### src/rtl/tlb_walk_arb.sv
// tlb_walk_arb: shared Sv39 page-table walker with round-robin arbitration between the iside and dside tlb misses.
package tlb_walk_arb_pkg;
    typedef struct packed {
        logic [63:0] paddr;
        logic        dirty;
        logic        readable;
        logic        writable;
        logic        executable;
        logic        user;
    } page_walk_rsp_t;
endpackage

module tlb_walk_arb
    import tlb_walk_arb_pkg::*;
#(
    parameter int PA_W = 56
) (
    input  logic           i_clk,
    input  logic           i_rst_n,
    input  logic [43:0]    i_satp_ppn,
    input  logic           i_clear,
    input  logic           i_itlb_miss,
    input  logic [63:0]    i_itlb_va,
    input  logic           i_dtlb_miss,
    input  logic [63:0]    i_dtlb_va,
    output logic           o_mem_req,
    output logic [63:0]    o_mem_addr,
    input  logic           i_mem_rsp_valid,
    input  logic [63:0]    i_mem_rsp_data,
    output logic           o_itlb_replace,
    output logic           o_dtlb_replace,
    output logic [63:0]    o_replace_va,
    output page_walk_rsp_t o_page_walk_rsp,
    output logic           o_walk_fault,
    output logic           o_walk_fault_iside,
    output logic           o_busy
);
    typedef enum logic [1:0] {IDLE, ISSUE, WAIT, DONE} state_t;
    localparam logic [63:0] PA_MASK = (64'd1 << PA_W) - 64'd1;

    state_t         r_state, w_next;
    logic [1:0]     r_level;
    logic [43:0]    r_ppn;
    logic [63:0]    r_va;
    logic           r_iside, r_last_i, r_abort, r_fault;
    page_walk_rsp_t r_rsp;

    logic           w_any, w_grant_i, w_v, w_r, w_w, w_x, w_leaf, w_misal, w_fault, w_done, w_stop;
    logic [8:0]     w_vpn;
    logic [43:0]    w_pte_ppn;
    logic [55:0]    w_paddr_raw;
    logic [63:0]    w_paddr;
    logic           w_unused;

    // r_last_i resets high so the first simultaneous miss goes to the dside
    assign w_any       = i_itlb_miss | i_dtlb_miss;
    assign w_grant_i   = i_itlb_miss && (!i_dtlb_miss || !r_last_i);
    assign w_vpn       = r_level == 2'd2 ? r_va[38:30] : r_level == 2'd1 ? r_va[29:21] : r_va[20:12];
    assign w_pte_ppn   = i_mem_rsp_data[53:10];
    assign w_v         = i_mem_rsp_data[0];
    assign w_r         = i_mem_rsp_data[1];
    assign w_w         = i_mem_rsp_data[2];
    assign w_x         = i_mem_rsp_data[3];
    assign w_leaf      = w_r | w_x;
    assign w_misal     = w_leaf && (r_level == 2'd2 ? |w_pte_ppn[17:0] : r_level == 2'd1 ? |w_pte_ppn[8:0] : 1'b0);
    assign w_fault     = !w_v || (w_w && !w_r) || w_misal || (!w_leaf && r_level == 2'd0);
    assign w_paddr_raw = r_level == 2'd2 ? {w_pte_ppn[43:18], r_va[29:0]} :
                         r_level == 2'd1 ? {w_pte_ppn[43:9], r_va[20:0]} : {w_pte_ppn, r_va[11:0]};
    assign w_paddr     = {8'b0, w_paddr_raw} & PA_MASK;
    assign w_stop      = r_abort | i_clear;
    assign w_done      = r_state == DONE && !i_clear;
    assign w_unused    = ^{i_mem_rsp_data[63:54], i_mem_rsp_data[9:8], i_mem_rsp_data[6:5]};

    assign o_mem_req          = r_state == ISSUE;
    assign o_mem_addr         = {8'b0, r_ppn, w_vpn, 3'b0};
    assign o_itlb_replace     = w_done && !r_fault && r_iside;
    assign o_dtlb_replace     = w_done && !r_fault && !r_iside;
    assign o_walk_fault       = w_done && r_fault;
    assign o_walk_fault_iside = r_iside;
    assign o_replace_va       = r_va;
    assign o_page_walk_rsp    = r_rsp;
    assign o_busy             = r_state != IDLE;

    always_comb begin
        w_next = r_state;
        case (r_state)
            IDLE:  w_next = w_any ? ISSUE : IDLE;
            ISSUE: w_next = WAIT;
            WAIT:  if (i_mem_rsp_valid) w_next = w_stop ? IDLE : (w_fault || w_leaf) ? DONE : ISSUE;
            DONE:  w_next = IDLE;
            default: w_next = IDLE;
        endcase
    end

    always_ff @(posedge i_clk or negedge i_rst_n) begin
        if (!i_rst_n) begin
            r_state  <= IDLE;
            r_level  <= 2'd0;
            r_ppn    <= '0;
            r_va     <= '0;
            r_iside  <= 1'b0;
            r_last_i <= 1'b1;
            r_abort  <= 1'b0;
            r_fault  <= 1'b0;
            r_rsp    <= '0;
        end else begin
            r_state <= w_next;
            if (r_state == IDLE && w_any) begin
                r_iside  <= w_grant_i;
                r_last_i <= w_grant_i;
                r_va     <= w_grant_i ? i_itlb_va : i_dtlb_va;
                r_ppn    <= i_satp_ppn;
                r_level  <= 2'd2;
                r_abort  <= 1'b0;
            end
            if ((r_state == ISSUE || r_state == WAIT) && i_clear)
                r_abort <= 1'b1;
            if (r_state == WAIT && i_mem_rsp_valid && !w_stop) begin
                r_fault <= w_fault;
                if (!w_fault && !w_leaf) begin
                    r_ppn   <= w_pte_ppn;
                    r_level <= r_level - 2'd1;
                end
                if (!w_fault && w_leaf) begin
                    r_rsp.paddr      <= w_paddr;
                    r_rsp.dirty      <= i_mem_rsp_data[7];
                    r_rsp.readable   <= w_r;
                    r_rsp.writable   <= w_w;
                    r_rsp.executable <= w_x;
                    r_rsp.user       <= i_mem_rsp_data[4];
                end
            end
        end
    end
endmodule

### config.mk
export PLATFORM = sky130hd
export DESIGN_NAME = tlb_walk_arb
export DESIGN_NICKNAME = d
export VERILOG_FILES = /design/src/rtl/tlb_walk_arb.sv
export SDC_FILE = /design/constraint.sdc
export NUM_CORES = 1
export LEC_CHECK = 0
export BUFFER_PORTS_ARGS = -buffer_cell sky130_fd_sc_hd__buf_4
export CORE_AREA = 2 2 173 175
export CTS_CLUSTER_DIAMETER = 200
export DETAILED_ROUTE_END_ITERATION = 10
export DIE_AREA = 0 0 175 177
export HOLD_SLACK_MARGIN = 0.08
export PLACE_DENSITY = 0.56
export SLEW_MARGIN = 20
export SYNTH_ARGS = -nofsm -noshare
export SYNTH_HDL_FRONTEND = slang
export SYNTH_SLANG_ARGS = --single-unit
### constraint.sdc
create_clock -name i_clk -period 3.3 [get_ports i_clk]
set_clock_uncertainty 0.15 [all_clocks]
set_input_delay 0 -clock i_clk [delete_from_list [all_inputs] [get_ports i_clk]]
set_output_delay 0 -clock i_clk [all_outputs]
set_load 0.02 [all_outputs]
==> reports/metrics.yaml <==
outcome: "finished, final reports clean"
vdd_drop_max_uv: 616
initial_core_util: 0.293
power_density_mw_per_mm2: 705
synthFlopType: "dfrtp_1"
viasPerCell: 4.54
via_count: 8184
nNetsFinal: 1650
grt_pass1_vias: 8405
slew_headroom: 0.439
yosysMostFrequentCell: "dfrtp_1"
synth-async-reset-ratio: 1.00
min_period_over_period: 0.935
tritoncts.num_buffers: 17
worst_setup_path_end_kind: "flip-flop"
rows: 63
synth_edf_count: 0
cp_cell_sequence: "a21boi_4 -> buf_4 -> mux2i_1 -> dlygate4sd3_1 -> o21ai_0 -> dlygate4sd3_1"
rsz0062_at_grt: "false"
core_mm2: 0.0292
yosysWarnings: 0
gr-total-overflow: 0
synth-seq-cells: 177
dr.first_iter.drc_count: 384
crit_path_max_incr_delay_ns: 0.66
hold_viol: 0
wl_per_cell_um: 16.8
fill_cells: 2622
max_freq_ghz: 0.324
htree_num_levels: 4
synthTopCellsByArea: "dfrtp_1 51%, mux2i_1 16%, mux2_4 7.0%"
p_leak_nw: 7.63
postCtsSetupBuffers: 0
gp_congestion: 0.800
drive_above_1_share: 0.359
postRouteAntennaNets: 0
grt_max_degree: 92
grt_usage: 0.192
syn_to_final_growth_pct: 75.1
fin_total_pwr_w: 0.0106
clkSinkCount: 177
routed_wl_mm: 30.3
synth_area_mm2: 0.00858
clk_latency_ns: 0.43
rrSetupSlack_ns: 0.22
ys_top_cells_by_count: "176 x dfrtp_1, 135 x mux2i_1, 77 x nand2_1"
syn-instance-count: 769
worstSetupPathType: "flip-flop to flip-flop"
portBuffers: 411
worst_path_most_repeated_cell: "dlygate4sd3_1"
cp.required_ns: 3.45
cp_max_fo: 18
drt_first_pass_iters: 5
cts_root_buf: "clkbuf_16"
crit_arrival_ns: 3.24
clk_pin_slew_ns: 0.08
die_x_um: 175
setup_tns_ns: 0
die_y_um: 177
post-route-drc-count: 0
place_hpwl_mm: 20.8
slowest_stage: "a21boi_4"
cts_tree: "done"
hold_path.class: "input pin to asynchronous set/reset pin"
start_kind: "flip-flop"
cap_violations: 0
drv_slew: 0
worstMarginPinSlew_ns: 0.839
multi_input_area_mm2: 0.00372
grt_pass1_wl_mm: 46.2
num_io_pins: 445
period_minus_slack_ns: 3.08
synth_seq_area_share: 0.516
avgSynthCellArea_um2: 11.2
finish.instance_area_mm2: 0.0150
place_area_mm2: 0.0120
yosys.area.top_type_share: 0.513
setup_viol_count_final: 0
num_antenna_cells: 0
clk_path_buf_depth: 2
seq_area_mm2: 0.00443
synth_area_leader_cell: "dfrtp_1"
ys_types: 42
antenna_found_initial: 0
dieArea_mm2: 0.0310
==> registers in the layout, indices dropped and copies added, names as in the netlist <==
name                flops
r_level                 2
o_replace_va           64
r_abort                 1
r_state                 2
o_page_walk_rsp        61
o_walk_fault_iside      1
r_fault                 1
r_last_i                1
r_ppn                  44
==> layer usage <==
layer / share of wire / up-vias / track usage
met4: 0.027 / 0 / 0.0656
met1: 0.42 / 3910 / 0.239
met2: 0.50 / 326 / 0.332
met5: 0 / - / 0
met3: 0.058 / 43 / 0.0410
li1: - / 3905 / -
==> per-stage QoR <==
stage,std cells,setup slack (ns),hold WS [ns],utilization
after floorplan,787,1.14,-0.446,-
after global placement,1522,0.786,-0.0191,0.409
after detailed placement,1522,0.755,-0.0175,0.409
after CTS,1801,0.170,0.0877,0.514
after global routing,1801,0.0432,0.108,0.514
final,1801,0.216,0.0445,0.514
==> critical path: cells and delay by family (launching register included) <==
kind                   cells  cell delay (ns)
buffers and inverters      3             1.48
AOI/OAI and AO/OA          2             0.73
DFF                        1             0.39
muxes                      1             0.22
==> repair_timing <==
item | 4_1_cts | 5_1_grt
endpoints found under the hold margin | 252 | 0
setup endpoints to repair | 0 | 1
hold buffers | 249 | 0
gates resized for setup | 0 | 1
==> logic make-up (layout without fill, tap and decap cells) <==
family | after synthesis | after routing | share of synthesized area
AND/OR/NAND/NOR | 146 | 146 | 0.0755
buffers and inverters | 89 | 713 | 0.0605
AO/OA/AOI/OAI | 172 | 172 | 0.107
multiplexers | 176 | 176 | 0.229
other | 1 | 19 | 0.000437
flip-flops | 177 | 177 | 0.516
adder cells (fa/ha/maj) | 8 | 8 | 0.0117
==> cells in the final DEF (no fill, tap or decap), types with 2 or more instances in the layout <==
cell	instances
nor2_1	48
o21ai_0	25
dlygate4sd3_1	249
mux2i_1	135
mux2_4	40
nand2_1	77
clkinv_4	2
nor3_1	3
buf_4	419
nor2b_1	3
buf_12	6
inv_8	2
inv_6	4
inv_1	5
conb_1	19
o21ai_1	50
a21oi_1	67
dfrtp_1	176
a31oi_1	22
clkbuf_16	17
a22o_1	3
clkinvlp_4	2
ha_1	8
nand3_1	2
bufinv_16	2
==> where the power goes <==
| part | switching [W] | internal, W | total [W] |
|---|---|---|---|
| Clock | 0.000934 | 0.00113 | 0.00207 |
| Sequential | 0.000598 | 0.00288 | 0.00348 |
| Combinational | 0.00256 | 0.00248 | 0.00505 |
==> final timing paths <==
path | startpoint | to | depth (start not counted)
worst max-delay path | r_last_i | o_replace_va[51] | 6
worst min-delay path | i_rst_n | r_ppn[12] | 2
worst max register to register | r_last_i | o_replace_va[51] | 6
worst min register to register | o_replace_va[53] | o_replace_va[53] | 2
max in group asynchronous | i_rst_n | r_last_i | 3
min in group i_clk | i_mem_rsp_data[0] | r_level[0] | 4
==> layout make-up <==
class / count / area share
Tap cell: 390 / 0.0325
Timing Repair Buffer: 676 / 0.385
Inverter: 7 / 0.00175
Multi-Input combinational cell: 521 / 0.248
Sequential cell: 177 / 0.295
Clock buffer: 18 / 0.0286
Clock inverter: 12 / 0.00999
Power figures use the tool's default switching activity.
